[config.mk]
export PLATFORM = sky130hd
export DESIGN_NAME = alu_share_ctrl_flat
export DESIGN_NICKNAME = d
export VERILOG_FILES = /design/src/rtl/alu_share_ctrl_if.sv /design/src/rtl/alu_share_ctrl.sv /design/src/flat_wrapper.sv
export SDC_FILE = /design/constraint.sdc
export NUM_CORES = 1
export LEC_CHECK = 0
export ABC_AREA = 1
export CORE_AREA = 2 2 168 170
export CTS_CLUSTER_DIAMETER = 40
export DETAILED_ROUTE_END_ITERATION = 16
export DIE_AREA = 0 0 170 172
export GPL_ROUTABILITY_DRIVEN = 0
export GPL_TIMING_DRIVEN = 0
export PLACE_DENSITY = 0.58
export SLEW_MARGIN = 20
export SYNTH_ARGS = -nofsm -noshare
export SYNTH_HDL_FRONTEND = slang
export SYNTH_SLANG_ARGS = --single-unit
export TNS_END_PERCENT = 10
[constraint.sdc]
create_clock -name clk -period 4.3 [get_ports clk]
set_input_delay 1.29 -clock clk [delete_from_list [all_inputs] [get_ports clk]]
set_output_delay 1.29 -clock clk [all_outputs]
set_load 0.03 [all_outputs]
[src/rtl/alu_share_ctrl_if.sv]
// ----------------------------------------------------------------------------
// alu_share_ctrl_if : request/response channels of the shared-ALU sequencer
// Rev 1.0
// ----------------------------------------------------------------------------
`default_nettype none

interface alu_share_ctrl_if #(
  parameter int NREQ  = 4,
  parameter int WIDTH = 32,
  parameter int IDW   = 2
);
  logic [NREQ-1:0]       req_valid;
  logic [NREQ-1:0]       req_ready;
  logic [NREQ*WIDTH-1:0] req_a;
  logic [NREQ*WIDTH-1:0] req_b;
  logic [NREQ*3-1:0]     req_op;
  logic                  rsp_valid;
  logic                  rsp_ready;
  logic [IDW-1:0]        rsp_id;
  logic [WIDTH:0]        rsp_res;
  logic                  rsp_err;

  // Requester / response-consumer side
  modport master (
    output req_valid, req_a, req_b, req_op, rsp_ready,
    input  req_ready, rsp_valid, rsp_id, rsp_res, rsp_err
  );

  // Sequencer side
  modport slave (
    input  req_valid, req_a, req_b, req_op, rsp_ready,
    output req_ready, rsp_valid, rsp_id, rsp_res, rsp_err
  );
endinterface

`default_nettype wire

[src/rtl/alu_share_ctrl.sv]
// ----------------------------------------------------------------------------
// alu_share_ctrl : round-robin sequencer sharing one external combinational ALU
// Rev 1.0
// ----------------------------------------------------------------------------
`default_nettype none

module alu_share_ctrl #(
  parameter int NREQ  = 4,
  parameter int WIDTH = 32,
  parameter int IDW   = 2
) (
  input  wire logic              clk,
  input  wire logic              rst_n,
  alu_share_ctrl_if.slave        bus,
  output logic [WIDTH-1:0]       alu_a,
  output logic [WIDTH-1:0]       alu_b,
  output logic [2:0]             alu_op,
  input  wire logic [WIDTH:0]    alu_res,
  output logic                   busy,
  output logic [15:0]            op_count
);

  typedef enum logic [1:0] {
    ST_IDLE = 2'd0,
    ST_EXEC = 2'd1,
    ST_DONE = 2'd2
  } state_t;

  localparam logic [2:0]   c_OP_LAST   = 3'b100;
  localparam logic [IDW:0] c_NREQ_EXT  = (IDW+1)'(NREQ);
  localparam logic [IDW-1:0] c_ID_LAST = IDW'(NREQ - 1);

  state_t              r_state;
  state_t              w_state_nxt;

  logic [IDW-1:0]      r_ptr;
  logic [IDW-1:0]      r_id;
  logic [WIDTH-1:0]    r_alu_a;
  logic [WIDTH-1:0]    r_alu_b;
  logic [2:0]          r_alu_op;
  logic [WIDTH:0]      r_rsp_res;
  logic [IDW-1:0]      r_rsp_id;
  logic                r_rsp_err;
  logic [15:0]         r_op_count;

  logic                w_found;
  logic [IDW-1:0]      w_gnt;
  logic [IDW:0]        w_sum;
  logic [IDW-1:0]      w_ptr_nxt;
  logic [WIDTH-1:0]    w_sel_a;
  logic [WIDTH-1:0]    w_sel_b;
  logic [2:0]          w_sel_op;
  logic                w_legal;
  logic                w_accept;
  logic [NREQ-1:0]     w_req_ready;

  // Round-robin search starting at r_ptr; offsets wrap modulo NREQ.
  always_comb begin
    w_found = 1'b0;
    w_gnt   = '0;
    w_sum   = '0;
    for (int k = 0; k < NREQ; k++) begin
      w_sum = {1'b0, r_ptr} + (IDW+1)'(k);
      if (w_sum >= c_NREQ_EXT) begin
        w_sum = w_sum - c_NREQ_EXT;
      end
      if (!w_found && bus.req_valid[w_sum[IDW-1:0]]) begin
        w_found = 1'b1;
        w_gnt   = w_sum[IDW-1:0];
      end
    end
  end

  always_comb begin
    w_sel_a  = '0;
    w_sel_b  = '0;
    w_sel_op = '0;
    for (int i = 0; i < NREQ; i++) begin
      if (w_gnt == IDW'(i)) begin
        w_sel_a  = bus.req_a[i*WIDTH +: WIDTH];
        w_sel_b  = bus.req_b[i*WIDTH +: WIDTH];
        w_sel_op = bus.req_op[i*3 +: 3];
      end
    end
  end

  assign w_legal   = (w_sel_op <= c_OP_LAST);
  assign w_ptr_nxt = (w_gnt == c_ID_LAST) ? '0 : w_gnt + IDW'(1);

  always_ff @(posedge clk or negedge rst_n) begin
    if (!rst_n) begin
      r_state <= ST_IDLE;
    end else begin
      r_state <= w_state_nxt;
    end
  end

  always_comb begin
    w_state_nxt = r_state;
    w_accept    = 1'b0;
    w_req_ready = '0;
    case (r_state)
      ST_IDLE: begin
        if (w_found) begin
          w_accept    = 1'b1;
          w_req_ready = NREQ'(1) << w_gnt;
          w_state_nxt = w_legal ? ST_EXEC : ST_DONE;
        end
      end
      ST_EXEC: w_state_nxt = ST_DONE;
      ST_DONE: begin
        if (bus.rsp_ready) begin
          w_state_nxt = ST_IDLE;
        end
      end
      default: w_state_nxt = ST_IDLE;
    endcase
  end

  // Illegal ops skip the ALU entirely and answer straight from IDLE.
  always_ff @(posedge clk or negedge rst_n) begin
    if (!rst_n) begin
      r_ptr      <= '0;
      r_id       <= '0;
      r_alu_a    <= '0;
      r_alu_b    <= '0;
      r_alu_op   <= '0;
      r_rsp_res  <= '0;
      r_rsp_id   <= '0;
      r_rsp_err  <= 1'b0;
      r_op_count <= '0;
    end else begin
      if (w_accept) begin
        r_id  <= w_gnt;
        r_ptr <= w_ptr_nxt;
        if (w_legal) begin
          r_alu_a  <= w_sel_a;
          r_alu_b  <= w_sel_b;
          r_alu_op <= w_sel_op;
        end else begin
          r_rsp_res <= '0;
          r_rsp_err <= 1'b1;
          r_rsp_id  <= w_gnt;
        end
      end
      if (r_state == ST_EXEC) begin
        r_rsp_res  <= alu_res;
        r_rsp_err  <= 1'b0;
        r_rsp_id   <= r_id;
        r_op_count <= r_op_count + 16'd1;
      end
    end
  end

  assign bus.req_ready = w_req_ready;
  assign bus.rsp_valid = (r_state == ST_DONE);
  assign bus.rsp_id    = r_rsp_id;
  assign bus.rsp_res   = r_rsp_res;
  assign bus.rsp_err   = r_rsp_err;
  assign alu_a         = r_alu_a;
  assign alu_b         = r_alu_b;
  assign alu_op        = r_alu_op;
  assign busy          = (r_state != ST_IDLE);
  assign op_count      = r_op_count;

endmodule

`default_nettype wire

[src/flat_wrapper.sv]
// flat-port wrapper written by rule: the top's interface ports become plain ports
module alu_share_ctrl_flat 
#(
  parameter int NREQ  = 4,
  parameter int WIDTH = 32,
  parameter int IDW   = 2
)
  (clk, rst_n, alu_a, alu_b, alu_op, alu_res, busy, op_count, bus_req_valid, bus_req_a, bus_req_b, bus_req_op, bus_rsp_ready, bus_req_ready, bus_rsp_valid, bus_rsp_id, bus_rsp_res, bus_rsp_err);
  alu_share_ctrl_if #(.NREQ(NREQ), .WIDTH(WIDTH), .IDW(IDW)) bus_i ();
  input  wire logic clk;
  input  wire logic rst_n;
  output logic [WIDTH-1:0] alu_a;
  output logic [WIDTH-1:0] alu_b;
  output logic [2:0] alu_op;
  input  wire logic [WIDTH:0] alu_res;
  output logic busy;
  output logic [15:0] op_count;
  input wire logic [$bits(bus_i.req_valid)-1:0] bus_req_valid;
  input wire logic [$bits(bus_i.req_a)-1:0] bus_req_a;
  input wire logic [$bits(bus_i.req_b)-1:0] bus_req_b;
  input wire logic [$bits(bus_i.req_op)-1:0] bus_req_op;
  input wire logic [$bits(bus_i.rsp_ready)-1:0] bus_rsp_ready;
  output wire logic [$bits(bus_i.req_ready)-1:0] bus_req_ready;
  output wire logic [$bits(bus_i.rsp_valid)-1:0] bus_rsp_valid;
  output wire logic [$bits(bus_i.rsp_id)-1:0] bus_rsp_id;
  output wire logic [$bits(bus_i.rsp_res)-1:0] bus_rsp_res;
  output wire logic [$bits(bus_i.rsp_err)-1:0] bus_rsp_err;
  assign bus_i.req_valid = bus_req_valid;
  assign bus_i.req_a = bus_req_a;
  assign bus_i.req_b = bus_req_b;
  assign bus_i.req_op = bus_req_op;
  assign bus_i.rsp_ready = bus_rsp_ready;
  assign bus_req_ready = bus_i.req_ready;
  assign bus_rsp_valid = bus_i.rsp_valid;
  assign bus_rsp_id = bus_i.rsp_id;
  assign bus_rsp_res = bus_i.rsp_res;
  assign bus_rsp_err = bus_i.rsp_err;
  alu_share_ctrl #(.NREQ(NREQ), .WIDTH(WIDTH), .IDW(IDW)) u_core (.clk(clk), .rst_n(rst_n), .bus(bus_i), .alu_a(alu_a), .alu_b(alu_b), .alu_op(alu_op), .alu_res(alu_res), .busy(busy), .op_count(op_count));
endmodule
==> results of run 1 <==
stage by stage:
step           hold slack (ns)  cell area (µm²)
2_1_floorplan            0.453             7320
3_3_place_gp             0.455            12100
3_5_place_dp             0.458            12100
4_1_cts                  0.473            12900
5_1_grt                  0.484            12900
6_report                 0.469            12900
state kept, by name, summed over array words and instances (netlist names), 2 cells and up:
register            flops
u_core.r_id             2
u_core.r_ptr            2
u_core.alu_op           3
u_core.bus.rsp_id       2
u_core.op_count        16
u_core.alu_a           32
u_core.alu_b           32
u_core.r_state          2
u_core.bus.rsp_res     33
layout make-up:
class                      count  area share [%]
sequential                   125            24.2
timing repair buffer         440            34.1
clock inverter                14            1.13
inverter                      28           0.912
tap                          346            3.36
multi-input combinational    643            30.1
buffer                        58            2.68
clock buffer                  18            3.40
how the worst max path moves through the flow:
stage,startpoint,endpoint
CTS,bus_req_valid[1],bus_req_ready[3]
global route,bus_req_valid[0],bus_req_ready[3]
finish,bus_req_valid[0],bus_req_ready[3]
floorplan,bus_req_valid[0],bus_req_ready[3]
global placement,rst_n,u_core.alu_b[26]
detailed placement,bus_req_valid[1],u_core.alu_a[11]
logic make-up after synthesis:
logic type / count (synthesis) / share of synthesized area (%)
simple gates: 350 / 20.6
xor+xnor: 15 / 1.79
buf+inv: 86 / 6.03
fa+ha+maj: 5 / 0.855
compound gates: 209 / 19.2
flops: 125 / 42.7
mux: 64 / 8.75
Yosys cell counts, types with 2 or more instances:
master,number
mux2i_1,64
nand2_4,2
o21ai_1,10
nor2_1,19
inv_4,2
ha_1,5
nand2_1,251
xnor2_1,4
a22oi_1,64
nor3_1,2
nand4_1,2
o21ai_0,77
o21ai_2,51
buf_4,3
buf_8,5
inv_1,24
buf_2,12
nand2_2,54
a21oi_1,3
buf_6,2
clkbuf_1,31
inv_2,2
nand3_1,17
buf_1,4
xor2_1,11
dfrtp_1,125
routing by layer:
layer / vias up / wire (µm) / track usage [%]
met5: - / 0 / 0
met4: 0 / 313 / 3.83
met3: 19 / 2530 / 6.84
met2: 292 / 16700 / 39.9
met1: 3718 / 12800 / 24.1
li1: 3808 / - / -
critical path: cells and delay by family:
kind,cells,cell delay (ns)
adders and majority gates,1,0.16
buffers and inverters,5,0.55
and+or+nand+nor,8,0.90
what timing repair did:
item,4_1_cts,5_1_grt
gates resized for setup,64,18
gates cloned,0,0
endpoints found under the setup margin,68,14
buffers inserted,5,2
endpoints found under the hold margin,0,0
pin swaps,16,12
hold buffers,0,0
==> results by group, run 1 <==
Setup path
  • Worst Path Required: 3.01 ns
  • Reg-to-reg setup timing slack: 0.79 ns
  • Worst setup EP type: primary output
  • Crit-path max FO: 4
  • Crit Path Class: input port to primary output
  • CP Launch Type: input port
  • R2R depth: 19
  • Max stage delay on crit path: 0.20 ns
  • CP arrival: 2.90 ns
  • FF-to-FF Start: u_core.r_ptr[0]
  • Cell Chain, Critical Path: clkdlybuf4s15_1 -> nand2_1 -> nand2_2 -> nand2_1 -> nand2_2 -> nor2_4 -> nand4_1 -> nand2_4 -> inv_4 -> ha_4 -> buf_6 -> inv_4 -> nor2_2 -> buf_6
  • Slowest cell on crit path: nand4_1
  • Critical R2R Capture: u_core.alu_a[5]

Finish
  • Register area: 0.00313 mm²
  • Final core utilization: between 40% and 50%
  • Diode count: 0
  • Most common cell after layout, fill and taps aside: clkdlybuf4s50_1
  • Post-Layout Cell Count: 1672
  • Area added between synthesis and finish: 76.2%
  • Fin nets: 1626
  • Multi-input logic area: about 0.004 mm²
  • Fill count: 2738
  • Share of layout cells above drive strength 1: between 15 and 20%
  • Most frequent cells in the layout: clkdlybuf4s50_1 (423), nand2_1 (242), dfrtp_1 (125), o21ai_0 (77)

Placement
  • Cell Count Post-Placement: around 1600
  • IO buf count: about 430
  • Hpwl dp: 24.9 mm
  • Place WS: -1.17 ns

Min path
  • Worst Hold Launch: u_core.bus.rsp_res[26]
  • Hold Path Class: flop to flop
  • Hold EP: u_core.bus.rsp_res[26]
  • Hold Path Depth: 2

Route
  • DR pass1 iterations: 5
  • DR iter-0 viols: 352
  • Routed WL: roughly 32 mm
  • DR vias/cell: 4.69
  • # DRC: 0
  • Antenna Nets Post-Route: 0
  • Routed via count: between 7000 and 8000
  • Routed WL per cell: 19.3 µm

Timing
  • Fin. Hold Viols: 0
  • Skew final: ~0.014 ns
  • Fmax: 239 MHz
  • Fin Setup TNS: 0 ns
  • Actual slew at the worst max-slew pin: 0.909 ns
  • Final setup fails: 0
  • Max-slew violation count: 0
  • Tmin final: approximately 4.2 ns
  • Tcrit/Tclk final: a little over nine tenths
  • Max_slew headroom: 39.4%
  • Final worst slack: 0.111 ns

GRT
  • Number of antenna violations at the first check in global routing: 0
  • Largest net degree at the start of global routing: 70
  • First-pass GRT wire length: 46.6 mm
  • Number of global-route vias before repair: between 8000 and 9000
  • Total grt overflow: 0
  • GRT Total Usage: 21.4%

Yosys
  • Post-synth EDFFs: 0
  • Cell taking the most area after synthesis: dfrtp_1
  • Synth area leaders: dfrtp_1 (43%), nand2_1 (13%), mux2i_1 (8.8%)
  • Synth Instances: 854
  • Synth warn: 0
  • Synth Area per Inst: 8.57 µm²
  • Seq/Total Area, Yosys: 42.7%
  • Ys async rst share: 100%
  • Post-synth cell types: 34
  • Synth top area share: 42.7%
  • Top FF cell, synth: dfrtp_1
  • Syn nets: 1167
  • Mapped Area: 0.00732 mm²
  • Synth Register Bits: 125

Floorplan
  • IO Pins: 433
  • Die X: approximately 170 µm
  • Initial Util: between 20% and 30%
  • Total core area: 0.0275 mm²
  • Num rows: 61
  • Die height: 172 µm
  • Total die area: 0.0292 mm²

CTS
  • Clock tree from TritonCTS: yes
  • Worst-Skew Late Latency: 0.42 ns
  • Clock Sinks: 125
  • CTS Buf Count: 17
  • Root Buffer: clkbuf_16
  • Max clock buf depth: 2
  • Max H-tree Level: 4
  • Clk slew on worst S/H paths: 0.06 ns

Flow run
  • Maxcap violations: 0

Run status
  • Outcome: complete, no violations
Power of run 1 is not shown: default switching activity piles up to over one toggle a cycle in this logic, so the estimate is an artifact.
==> run 2: changes to the inputs <==
- CTS_BUF_LIST: default -> sky130_fd_sc_hd__clkbuf_16
==> run 2 against run 1 <==
Net effect: clock-buffer cell count decreased by 1; highest routed layer unchanged; final area about the same; sequential share of layout area about the same; worst hold slack about the same.
==> results by group, run 2 (same netlist as run 1, synthesis figures left out) <==
Run status
  • Outcome: complete, no violations

Timing
  • Fmax: 239 MHz
  • Skew final: 0.0142 ns
  • Fin. Hold Viols: 0
  • Max-slew violation count: 0
  • Tmin final: between 4 and 5 ns
  • Final setup fails: 0
  • Max_slew headroom: 40.0%
  • Actual slew at the worst max-slew pin: approximately 0.90 ns
  • Tcrit/Tclk final: between 90% and 100%

CTS
  • Max clock buf depth: 2
  • CTS Buf Count: 17
  • Max H-tree Level: 4
  • Worst-Skew Late Latency: 0.42 ns
  • Clk slew on worst S/H paths: 0.06 ns
  • Clock tree from TritonCTS: yes
  • Root Buffer: clkbuf_16
  • Clock Sinks: roughly 130

Floorplan
  • Initial Util: 26.6%
  • Die X: 170 µm
  • Total core area: 0.0275 mm²
  • IO Pins: about 430
  • Total die area: about 0.029 mm²
  • Die height: between 150 and 200 µm
  • Num rows: 61

Finish
  • Post-Layout Cell Count: ~1700
  • Largest register FFs: 33
  • Share of layout cells above drive strength 1: 16.1%
  • Fin nets: 1626
  • Area added between synthesis and finish: 76.1%
  • Most frequent cells in the layout: clkdlybuf4s50_1 (423), nand2_1 (242), dfrtp_1 (125), o21ai_0 (77)
  • Diode count: 0
  • Most common cell after layout, fill and taps aside: clkdlybuf4s50_1

Setup path
  • Critical path buffer and inverter count: 5
  • Slowest cell on crit path: nand4_1
  • FF-to-FF Start: u_core.r_ptr[0]
  • Crit Path Class: input port to primary output
  • CP arrival: 2.90 ns
  • Crit-path max FO: 4
  • Worst setup EP type: primary output
  • CP Launch Type: input port
  • Max stage delay on crit path: 0.20 ns
  • Family with the most delay on the worst path: simple AND/OR/NAND/NOR gates
  • Cell Chain, Critical Path: clkdlybuf4s15_1 -> nand2_1 -> nand2_2 -> nand2_1 -> nand2_2 -> nor2_4 -> nand4_1 -> nand2_4 -> inv_4 -> ha_4 -> buf_6 -> inv_4 -> nor2_2 -> buf_6
  • Worst Path Required: 3.01 ns
  • Crit. Startpoint: bus_req_valid[0]

GRT
  • Largest net degree at the start of global routing: 70
  • GRT Total Usage: 21.4%
  • First-pass GRT wire length: 46.6 mm
  • Total grt overflow: 0
  • Number of antenna violations at the first check in global routing: 0
  • Number of global-route vias before repair: 8065

Route
  • Routed via count: 7858
  • # DRC: 0
  • Top Layer Used: met4
  • Routed met3 length: 2.63 mm
  • Antenna Nets Post-Route: 0
  • DR pass1 iterations: 5
  • Metal1 wirelength: ~13 mm
  • Routed WL: between 30 and 40 mm
  • WL met2: approximately 17 mm
  • DR iter-0 viols: between 300 and 400
  • DR vias/cell: 4.70
  • Routed WL per cell: about 19 µm

Min path
  • Worst Hold Launch: u_core.bus.rsp_res[26]
  • Hold Path Class: flop to flop

Placement
  • IO buf count: 432
  • Cell Count Post-Placement: around 1600
  • Hpwl dp: 24.9 mm

Flow run
  • Maxcap violations: 0
run 2: worst paths after layout:
check	end	slack, ns	cells after the start
min	u_core.bus.rsp_res[26]	0.47	2
max reg2reg	u_core.alu_a[5]	0.79	19
min in group asynchronous	u_core.bus.rsp_res[14]	0.78	1
max in group asynchronous	u_core.alu_b[29]	2.81	2
max	bus_req_ready[3]	0.11	14
min reg2reg	u_core.bus.rsp_res[26]	0.47	2
run 2: layout make-up:
| class | instances | area, µm² |
|---|---|---|
| well taps | 346 | 433 |
| clock buffers | 17 | 425 |
| inverters | 28 | 118 |
| clock inverters | 15 | 150 |
| multi-input cells | 643 | 3890 |
| repair buffers | 440 | 4400 |
| plain buffers | 58 | 345 |
| flip-flops and latches | 125 | 3130 |
| fillers | 2740 | 14600 |
run 2: timing repair:
item                       CTS  global route
resized for setup           64            18
setup endpoints to repair   68            14
buffers inserted             5             2
pin swaps                   16            12
hold buffers                 0             0
run 2: layer usage:
metal | vias to the layer above | GRT usage, %
li1 | 3809 | -
met5 | - | 0
met4 | 0 | 3.83
met3 | 19 | 6.84
met1 | 3714 | 24.1
met2 | 316 | 39.9
run 2: through the flow:
| stage | instance area (µm²) | setup slack (ns) | util [%] | hold slack [ns] | setup TNS (ns) |
|---|---|---|---|---|---|
| floorplan | 7320 | 0.233 | - | 0.453 | 0 |
| global placement | 12100 | -3.39 | 44.0 | 0.455 | -466.44 |
| detailed placement | 12100 | -1.17 | 44.1 | 0.458 | -48.00 |
| CTS | 12800 | 0.0908 | 46.7 | 0.473 | 0 |
| global route | 12900 | -0.0157 | 46.9 | 0.484 | -0.0304 |
| finish | 12900 | 0.111 | 46.9 | 0.469 | 0 |
run 2: worst min-delay path: stages, from the launching register on:
cell and delay, ns:
dfrtp_1 0.34, nand2_1 0.05, nand2_1 0.05
Power of run 2 is left out for the same reason.
